### src/rtl/mc_pc_controller_pkg.sv
// Shared constants for the multicycle MIPS-subset controller: opcodes, funct codes,
// state encodings, mux select codes and the ALU operation codes.
package mc_pc_controller_pkg;

   localparam logic [5:0] OP_RTYPE = 6'b000000;
   localparam logic [5:0] OP_LW    = 6'b100011;
   localparam logic [5:0] OP_SW    = 6'b101011;
   localparam logic [5:0] OP_BEQ   = 6'b000100;
   localparam logic [5:0] OP_J     = 6'b000010;
   localparam logic [5:0] OP_ADDI  = 6'b001000;

   localparam logic [5:0] FN_ADD = 6'b100000;
   localparam logic [5:0] FN_SUB = 6'b100010;
   localparam logic [5:0] FN_AND = 6'b100100;
   localparam logic [5:0] FN_OR  = 6'b100101;
   localparam logic [5:0] FN_SLT = 6'b101010;
   localparam logic [5:0] FN_JR  = 6'b001000;

   typedef enum logic [3:0] {
      ST_FETCH     = 4'd0,
      ST_DECODE    = 4'd1,
      ST_MEM_ADDR  = 4'd2,
      ST_MEM_RD    = 4'd3,
      ST_MEM_WB    = 4'd4,
      ST_MEM_WR    = 4'd5,
      ST_R_EXEC    = 4'd6,
      ST_R_WB      = 4'd7,
      ST_BRANCH    = 4'd8,
      ST_JUMP      = 4'd9,
      ST_ADDI_EXEC = 4'd10,
      ST_ADDI_WB   = 4'd11,
      ST_JR        = 4'd12
   } state_t;

   localparam logic [1:0] PC_SRC_ALU    = 2'b00;
   localparam logic [1:0] PC_SRC_ALUOUT = 2'b01;
   localparam logic [1:0] PC_SRC_JUMP   = 2'b10;
   localparam logic [1:0] PC_SRC_RS     = 2'b11;

   localparam logic [1:0] ALUB_B      = 2'b00;
   localparam logic [1:0] ALUB_FOUR   = 2'b01;
   localparam logic [1:0] ALUB_IMM    = 2'b10;
   localparam logic [1:0] ALUB_IMM_SH = 2'b11;

   localparam logic [1:0] ALUOP_ADD   = 2'b00;
   localparam logic [1:0] ALUOP_SUB   = 2'b01;
   localparam logic [1:0] ALUOP_FUNCT = 2'b10;

   localparam logic [2:0] ALU_AND = 3'b000;
   localparam logic [2:0] ALU_OR  = 3'b001;
   localparam logic [2:0] ALU_ADD = 3'b010;
   localparam logic [2:0] ALU_SUB = 3'b110;
   localparam logic [2:0] ALU_SLT = 3'b111;

   localparam logic [31:0] WORD_ZERO = 32'h0000_0000;

   // DECODE successor; ST_FETCH doubles as the "unsupported instruction" result.
   function automatic state_t decode_target(input logic [5:0] op, input logic [5:0] fn);
      state_t tgt;
      case (op)
         OP_LW, OP_SW: tgt = ST_MEM_ADDR;
         OP_BEQ:       tgt = ST_BRANCH;
         OP_J:         tgt = ST_JUMP;
         OP_ADDI:      tgt = ST_ADDI_EXEC;
         OP_RTYPE: begin
            case (fn)
               FN_JR:                                  tgt = ST_JR;
               FN_ADD, FN_SUB, FN_AND, FN_OR, FN_SLT:  tgt = ST_R_EXEC;
               default:                                tgt = ST_FETCH;
            endcase
         end
         default: tgt = ST_FETCH;
      endcase
      return tgt;
   endfunction

endpackage

### src/rtl/mc_pc_controller.sv
// Multicycle control sequencer: one state register, Moore outputs gated by
// mem_ready/zero, and sole owner of the PC load enable.
module mc_pc_controller
   import mc_pc_controller_pkg::*;
(
   input  logic       clk,
   input  logic       rst,
   input  logic [5:0] opcode,
   input  logic [5:0] funct,
   input  logic       zero,
   input  logic       mem_ready,
   output logic [3:0] state,
   output logic       pc_load,
   output logic [1:0] pc_src,
   output logic       iord,
   output logic       mem_read,
   output logic       mem_write,
   output logic       ir_write,
   output logic       reg_write,
   output logic       reg_dst,
   output logic       mem_to_reg,
   output logic       alu_src_a,
   output logic [1:0] alu_src_b,
   output logic [1:0] alu_op,
   output logic       illegal
);

   state_t cur_state;
   state_t next_state;
   state_t decode_next;

   assign decode_next = decode_target(opcode, funct);
   assign state       = cur_state;

   // State register; async reset lands directly in FETCH.
   always_ff @(posedge clk or posedge rst) begin
      if (rst) begin
         cur_state <= ST_FETCH;
      end else begin
         cur_state <= next_state;
      end
   end

   // Next-state logic; unreachable codes recover to FETCH.
   always_comb begin
      next_state = ST_FETCH;
      case (cur_state)
         ST_FETCH:     next_state = mem_ready ? ST_DECODE : ST_FETCH;
         ST_DECODE:    next_state = decode_next;
         ST_MEM_ADDR: begin
            if (opcode == OP_LW) begin
               next_state = ST_MEM_RD;
            end else if (opcode == OP_SW) begin
               next_state = ST_MEM_WR;
            end else begin
               next_state = ST_FETCH;
            end
         end
         ST_MEM_RD:    next_state = mem_ready ? ST_MEM_WB : ST_MEM_RD;
         ST_MEM_WB:    next_state = ST_FETCH;
         ST_MEM_WR:    next_state = mem_ready ? ST_FETCH : ST_MEM_WR;
         ST_R_EXEC:    next_state = ST_R_WB;
         ST_R_WB:      next_state = ST_FETCH;
         ST_BRANCH:    next_state = ST_FETCH;
         ST_JUMP:      next_state = ST_FETCH;
         ST_ADDI_EXEC: next_state = ST_ADDI_WB;
         ST_ADDI_WB:   next_state = ST_FETCH;
         ST_JR:        next_state = ST_FETCH;
         default:      next_state = ST_FETCH;
      endcase
   end

   // Output decode; rst forces everything low so no enable leaks through the reset cycle.
   always_comb begin
      pc_load    = 1'b0;
      pc_src     = PC_SRC_ALU;
      iord       = 1'b0;
      mem_read   = 1'b0;
      mem_write  = 1'b0;
      ir_write   = 1'b0;
      reg_write  = 1'b0;
      reg_dst    = 1'b0;
      mem_to_reg = 1'b0;
      alu_src_a  = 1'b0;
      alu_src_b  = ALUB_B;
      alu_op     = ALUOP_ADD;
      illegal    = 1'b0;
      if (rst) begin
         pc_load   = 1'b0;
         mem_write = 1'b0;
      end else begin
         case (cur_state)
            ST_FETCH: begin
               mem_read  = 1'b1;
               alu_src_b = ALUB_FOUR;
               ir_write  = mem_ready;
               pc_load   = mem_ready;
            end
            ST_DECODE: begin
               alu_src_b = ALUB_IMM_SH;
               illegal   = (decode_next == ST_FETCH);
            end
            ST_MEM_ADDR: begin
               alu_src_a = 1'b1;
               alu_src_b = ALUB_IMM;
            end
            ST_MEM_RD: begin
               iord     = 1'b1;
               mem_read = 1'b1;
            end
            ST_MEM_WB: begin
               reg_write  = 1'b1;
               mem_to_reg = 1'b1;
            end
            ST_MEM_WR: begin
               iord      = 1'b1;
               mem_write = 1'b1;
            end
            ST_R_EXEC: begin
               alu_src_a = 1'b1;
               alu_op    = ALUOP_FUNCT;
            end
            ST_R_WB: begin
               reg_write = 1'b1;
               reg_dst   = 1'b1;
            end
            ST_BRANCH: begin
               alu_src_a = 1'b1;
               alu_op    = ALUOP_SUB;
               pc_src    = PC_SRC_ALUOUT;
               pc_load   = zero;
            end
            ST_JUMP: begin
               pc_src  = PC_SRC_JUMP;
               pc_load = 1'b1;
            end
            ST_ADDI_EXEC: begin
               alu_src_a = 1'b1;
               alu_src_b = ALUB_IMM;
            end
            ST_ADDI_WB: begin
               reg_write = 1'b1;
            end
            ST_JR: begin
               pc_src  = PC_SRC_RS;
               pc_load = 1'b1;
            end
            default: begin
               pc_load = 1'b0;
            end
         endcase
      end
   end

endmodule

### config.mk
export PLATFORM = sky130hd
export DESIGN_NAME = mc_pc_controller
export DESIGN_NICKNAME = d
export VERILOG_FILES = /design/src/rtl/mc_pc_controller_pkg.sv /design/src/rtl/mc_pc_controller.sv
export SDC_FILE = /design/constraint.sdc
export NUM_CORES = 1
export LEC_CHECK = 0
export CELL_PAD_IN_SITES_DETAIL_PLACEMENT = 1
export CELL_PAD_IN_SITES_GLOBAL_PLACEMENT = 1
export CORE_ASPECT_RATIO = 0.6
export CORE_UTILIZATION = 28
export CTS_BUF_LIST = sky130_fd_sc_hd__clkbuf_4
export CTS_CLUSTER_SIZE = 20
export DETAILED_ROUTE_END_ITERATION = 12
export PLACE_DENSITY = 0.95
export SETUP_SLACK_MARGIN = 0.1
export SLEW_MARGIN = 30
export SYNTH_ARGS = -nofsm -noshare
export SYNTH_HDL_FRONTEND = slang
export SYNTH_SLANG_ARGS = --single-unit
### constraint.sdc
create_clock -name clk -period 4.75 [get_ports clk]
set_input_delay 0.7125 -clock clk [delete_from_list [all_inputs] [get_ports clk]]
set_output_delay 0.7125 -clock clk [all_outputs]
set_load 0.02 [all_outputs]
==> impl_results.rst <==
.. list-table::
   :header-rows: 1

   * - Metric
     - Value
   * - Number of design-rule violations left by the first detailed-router iteration
     - 42
   * - Number of synthesis warnings
     - 0
   * - Type of the setup path with the least slack
     - primary input to output port
   * - Largest clock skew in the final design
     - 0.439 ps
   * - Pin count of the biggest net entering global routing
     - 22
   * - GRT overflow
     - 0
   * - Crit path capture type
     - output port
   * - Post-Syn Area per Cell
     - 6.90 µm²
   * - Total count of max-transition violations in the final report
     - 0
   * - Half-perimeter wire length after placement
     - 1780 µm
   * - Post-CTS setup buffers
     - 0
   * - Max capacitance violation total
     - 0
   * - Mapped Cells
     - 93
   * - Synthesized-area fraction occupied by and/or/nand/nor cells
     - 48.1%
   * - I/O pin total
     - 36
   * - Clock tree root buffer cell
     - clkbuf_4
   * - First drt pass iteration count
     - 4
   * - Commonest cells after routing, fill and taps aside
     - clkdlybuf4s50_1 (35), nor2_1 (11), nor3_1 (7), nand2_1 (6), nor2b_1 (5)
   * - Post-CTS Hold Buffers
     - 0
   * - Flip-flop and latch count after synthesis
     - 4
   * - Area share of the largest cell type after synthesis
     - 15.6%
   * - Vias after detailed routing
     - 836
   * - Post-placement cell area
     - 980 µm²
   * - Mean number of vias per cell
     - 5.50
   * - Die Y-Extent
     - 39.1 µm
   * - Worst slew margin relative to its limit
     - 57.6%
   * - Number of I/O port buffers
     - 35
   * - Adder and majority cell fraction of the synthesized area
     - 0%
   * - Core Rows
     - 13
   * - Net count after synthesis
     - 109
   * - Clock tree buffer depth
     - 2
   * - Clock period minus worst slack
     - 3620 ps
   * - Distinct cell type count after synthesis
     - 41
   * - Sequential cell area fraction in the yosys report
     - 15.6%
   * - Dominant cell type by area after synthesis
     - dfrtp_1
   * - Most area-consuming cells after synthesis
     - dfrtp_1 (16%), nor2_1 (6.4%), nor3_1 (5.5%)
   * - CTS H-tree lvls
     - 1
   * - Req. time, crit path
     - 4040 ps
   * - CTS clock-pin slew for the worst setup and hold paths
     - 40 ps
   * - Top achievable clock speed
     - 277 MHz
   * - Per-cell routed wire length
     - 14.7 µm
   * - Clock sink count
     - 4
   * - Pleak
     - 0.373 nW
   * - Antenna Nets Post-Route
     - 0
   * - Core area
     - 2160 µm²
   * - Total count of hold-check failures in the final report
     - 0
   * - Full die area
     - 2490 µm²
   * - Post-cts sizing count
     - 0
   * - Max FFs per register
     - 4
   * - Multiplexer share of the synthesized area
     - 1.56%
   * - Run status
     - completed
   * - Later-pin clock latency in the skew report
     - 240 ps
   * - Via count of the first global-routing pass
     - 757
   * - TNS Setup
     - 0 ps
   * - Worst-Margin Slew
     - 636 ps
   * - Complex-gate fraction of the synthesized area
     - 21.1%
   * - Launching element type of the critical path
     - primary input
   * - First-pass GRT wire length
     - 3640 µm
   * - Horizontal die dimension
     - 63.8 µm
   * - Share of post-route cells with drive strength above 1
     - 4.92%
   * - Power per standard cell area
     - 255 nW/µm²
   * - Critical Path Fanout Max
     - 3
   * - Total length of routed wires
     - 2240 µm
   * - Final number of setup-violating endpoints
     - 0
   * - Largest family of logic cells by synthesized area
     - simple AND/OR/NAND/NOR gates
   * - Initial core utilization
     - 29.7%
   * - Design Area, Final
     - 1000 µm²
   * - Hold crit path type
     - register to register
   * - Number of buffers added by the clock tree synthesis step
     - 3
   * - Net count of the finished layout
     - 140
   * - Placer's final routability congestion estimate
     - 0.922
   * - Peak ir drop on the vdd network
     - 0.0902 mV
   * - TritonCTS clock tree
     - built
   * - Area of the mapped netlist
     - 642 µm²
   * - Number of inserted diodes
     - 0
   * - RSZ-0062 raised after global routing
     - no
   * - Most common cell after layout, fill and taps aside
     - clkdlybuf4s50_1
   * - Layout overhead on the synthesized area
     - 56.1%
   * - Antenna violations before repair
     - 0
   * - Remaining design rule violation count
     - 0
   * - Post-synthesis share of cell area spent on xor and xnor gates
     - 4.09%
   * - Tcrit/Tclk final
     - 76.1%
   * - Global-route usage over all layers
     - 19.9%
   * - Signal arrival time at the worst endpoint
     - 2900 ps
-- per-layer routing --
layer	vias to the layer above	global-route usage (%)	wire [µm]
li1	400	-	-
met1	401	26.1	1060
met2	31	31.6	1020
met3	4	2.94	123
met4	0	11.4	33
met5	-	0	0
-- final cells by class --
type / instances / area (µm²)
flip-flops and latches: 4 / 100
fillers: 274 / 1160
well taps: 30 / 37.5
repair buffers: 35 / 350
inverters: 3 / 11.3
clock buffers: 3 / 22.5
multi-input cells: 77 / 480
-- through the flow --
| step | setup WS, ps | power [mW] | util, % | hold WS, ps | std cells |
|---|---|---|---|---|---|
| after floorplan | 2010 | 0.151 | - | 699 | 93 |
| after global placement | 1340 | 0.205 | 45.3 | 871 | 149 |
| after detailed placement | 1180 | 0.213 | 45.3 | 871 | 149 |
| after CTS | 1170 | 0.257 | 46.3 | 877 | 152 |
| after global routing | 993 | 0.274 | 46.3 | 944 | 152 |
| final | 1130 | 0.255 | 46.3 | 910 | 152 |
-- Yosys cell counts --
| cell | number |
|---|---|
| nand2_1 | 6 |
| nor3_1 | 7 |
| nor3b_1 | 1 |
| and2_1 | 1 |
| a31oi_1 | 1 |
| nor2b_1 | 5 |
| o22ai_1 | 1 |
| a221o_1 | 1 |
| or2_1 | 1 |
| buf_2 | 1 |
| xnor2_1 | 2 |
| nand3_1 | 2 |
| and3_1 | 3 |
| buf_6 | 2 |
| or4_4 | 1 |
| a2111oi_1 | 1 |
| nor2_1 | 11 |
| xor2_1 | 1 |
| inv_1 | 3 |
| a32o_1 | 1 |
| a211o_1 | 1 |
| nand2b_1 | 4 |
| or3_1 | 1 |
| and3b_1 | 1 |
| nor4_1 | 4 |
| a2111oi_0 | 1 |
| a21oi_1 | 4 |
| nand3b_1 | 2 |
| a311o_1 | 1 |
| nand4b_1 | 1 |
| o21a_1 | 1 |
| nor4b_1 | 2 |
| or2_2 | 1 |
| dfrtp_1 | 4 |
| a221oi_1 | 1 |
| o21ai_0 | 2 |
| o32a_1 | 1 |
| clkbuf_1 | 6 |
| mux2i_1 | 1 |
| o2111ai_1 | 1 |
| nor2_2 | 1 |
-- power by group --
group | switching, mW | internal [mW] | total, mW
Combinational | 0.0733 | 0.0728 | 0.146
Sequential | 0.0281 | 0.0389 | 0.0670
Clock | 0.0139 | 0.0283 | 0.0421
Total | 0.115 | 0.140 | 0.255
-- kinds of logic after synthesis --
family / count (synthesis)
flops: 4
buf+inv: 12
mux: 1
xor+xnor: 3
compound gates: 18
simple gates: 55
-- path summary, 6_finish.rpt --
| kind | startpoint | end | slack (ps) | cells past startpoint |
|---|---|---|---|---|
| setup / recovery | funct[2] | illegal | 1130 | 6 |
| hold / removal | state[3] | state[3] | 910 | 1 |
| setup reg to reg | state[2] | state[1] | 2940 | 4 |
| hold reg to reg | state[3] | state[3] | 910 | 1 |
| max in group asynchronous | rst | state[1] | 3610 | 2 |
| min in group asynchronous | rst | state[2] | 970 | 2 |
-- worst max-delay path: stages --
cell and delay [ps]:
clkdlybuf4s50_1 440, nor4b_1 360, nand2_1 140, a2111oi_1 580, nor4b_1 120, clkdlybuf4s50_1 560
Power figures use the tool's default switching activity.
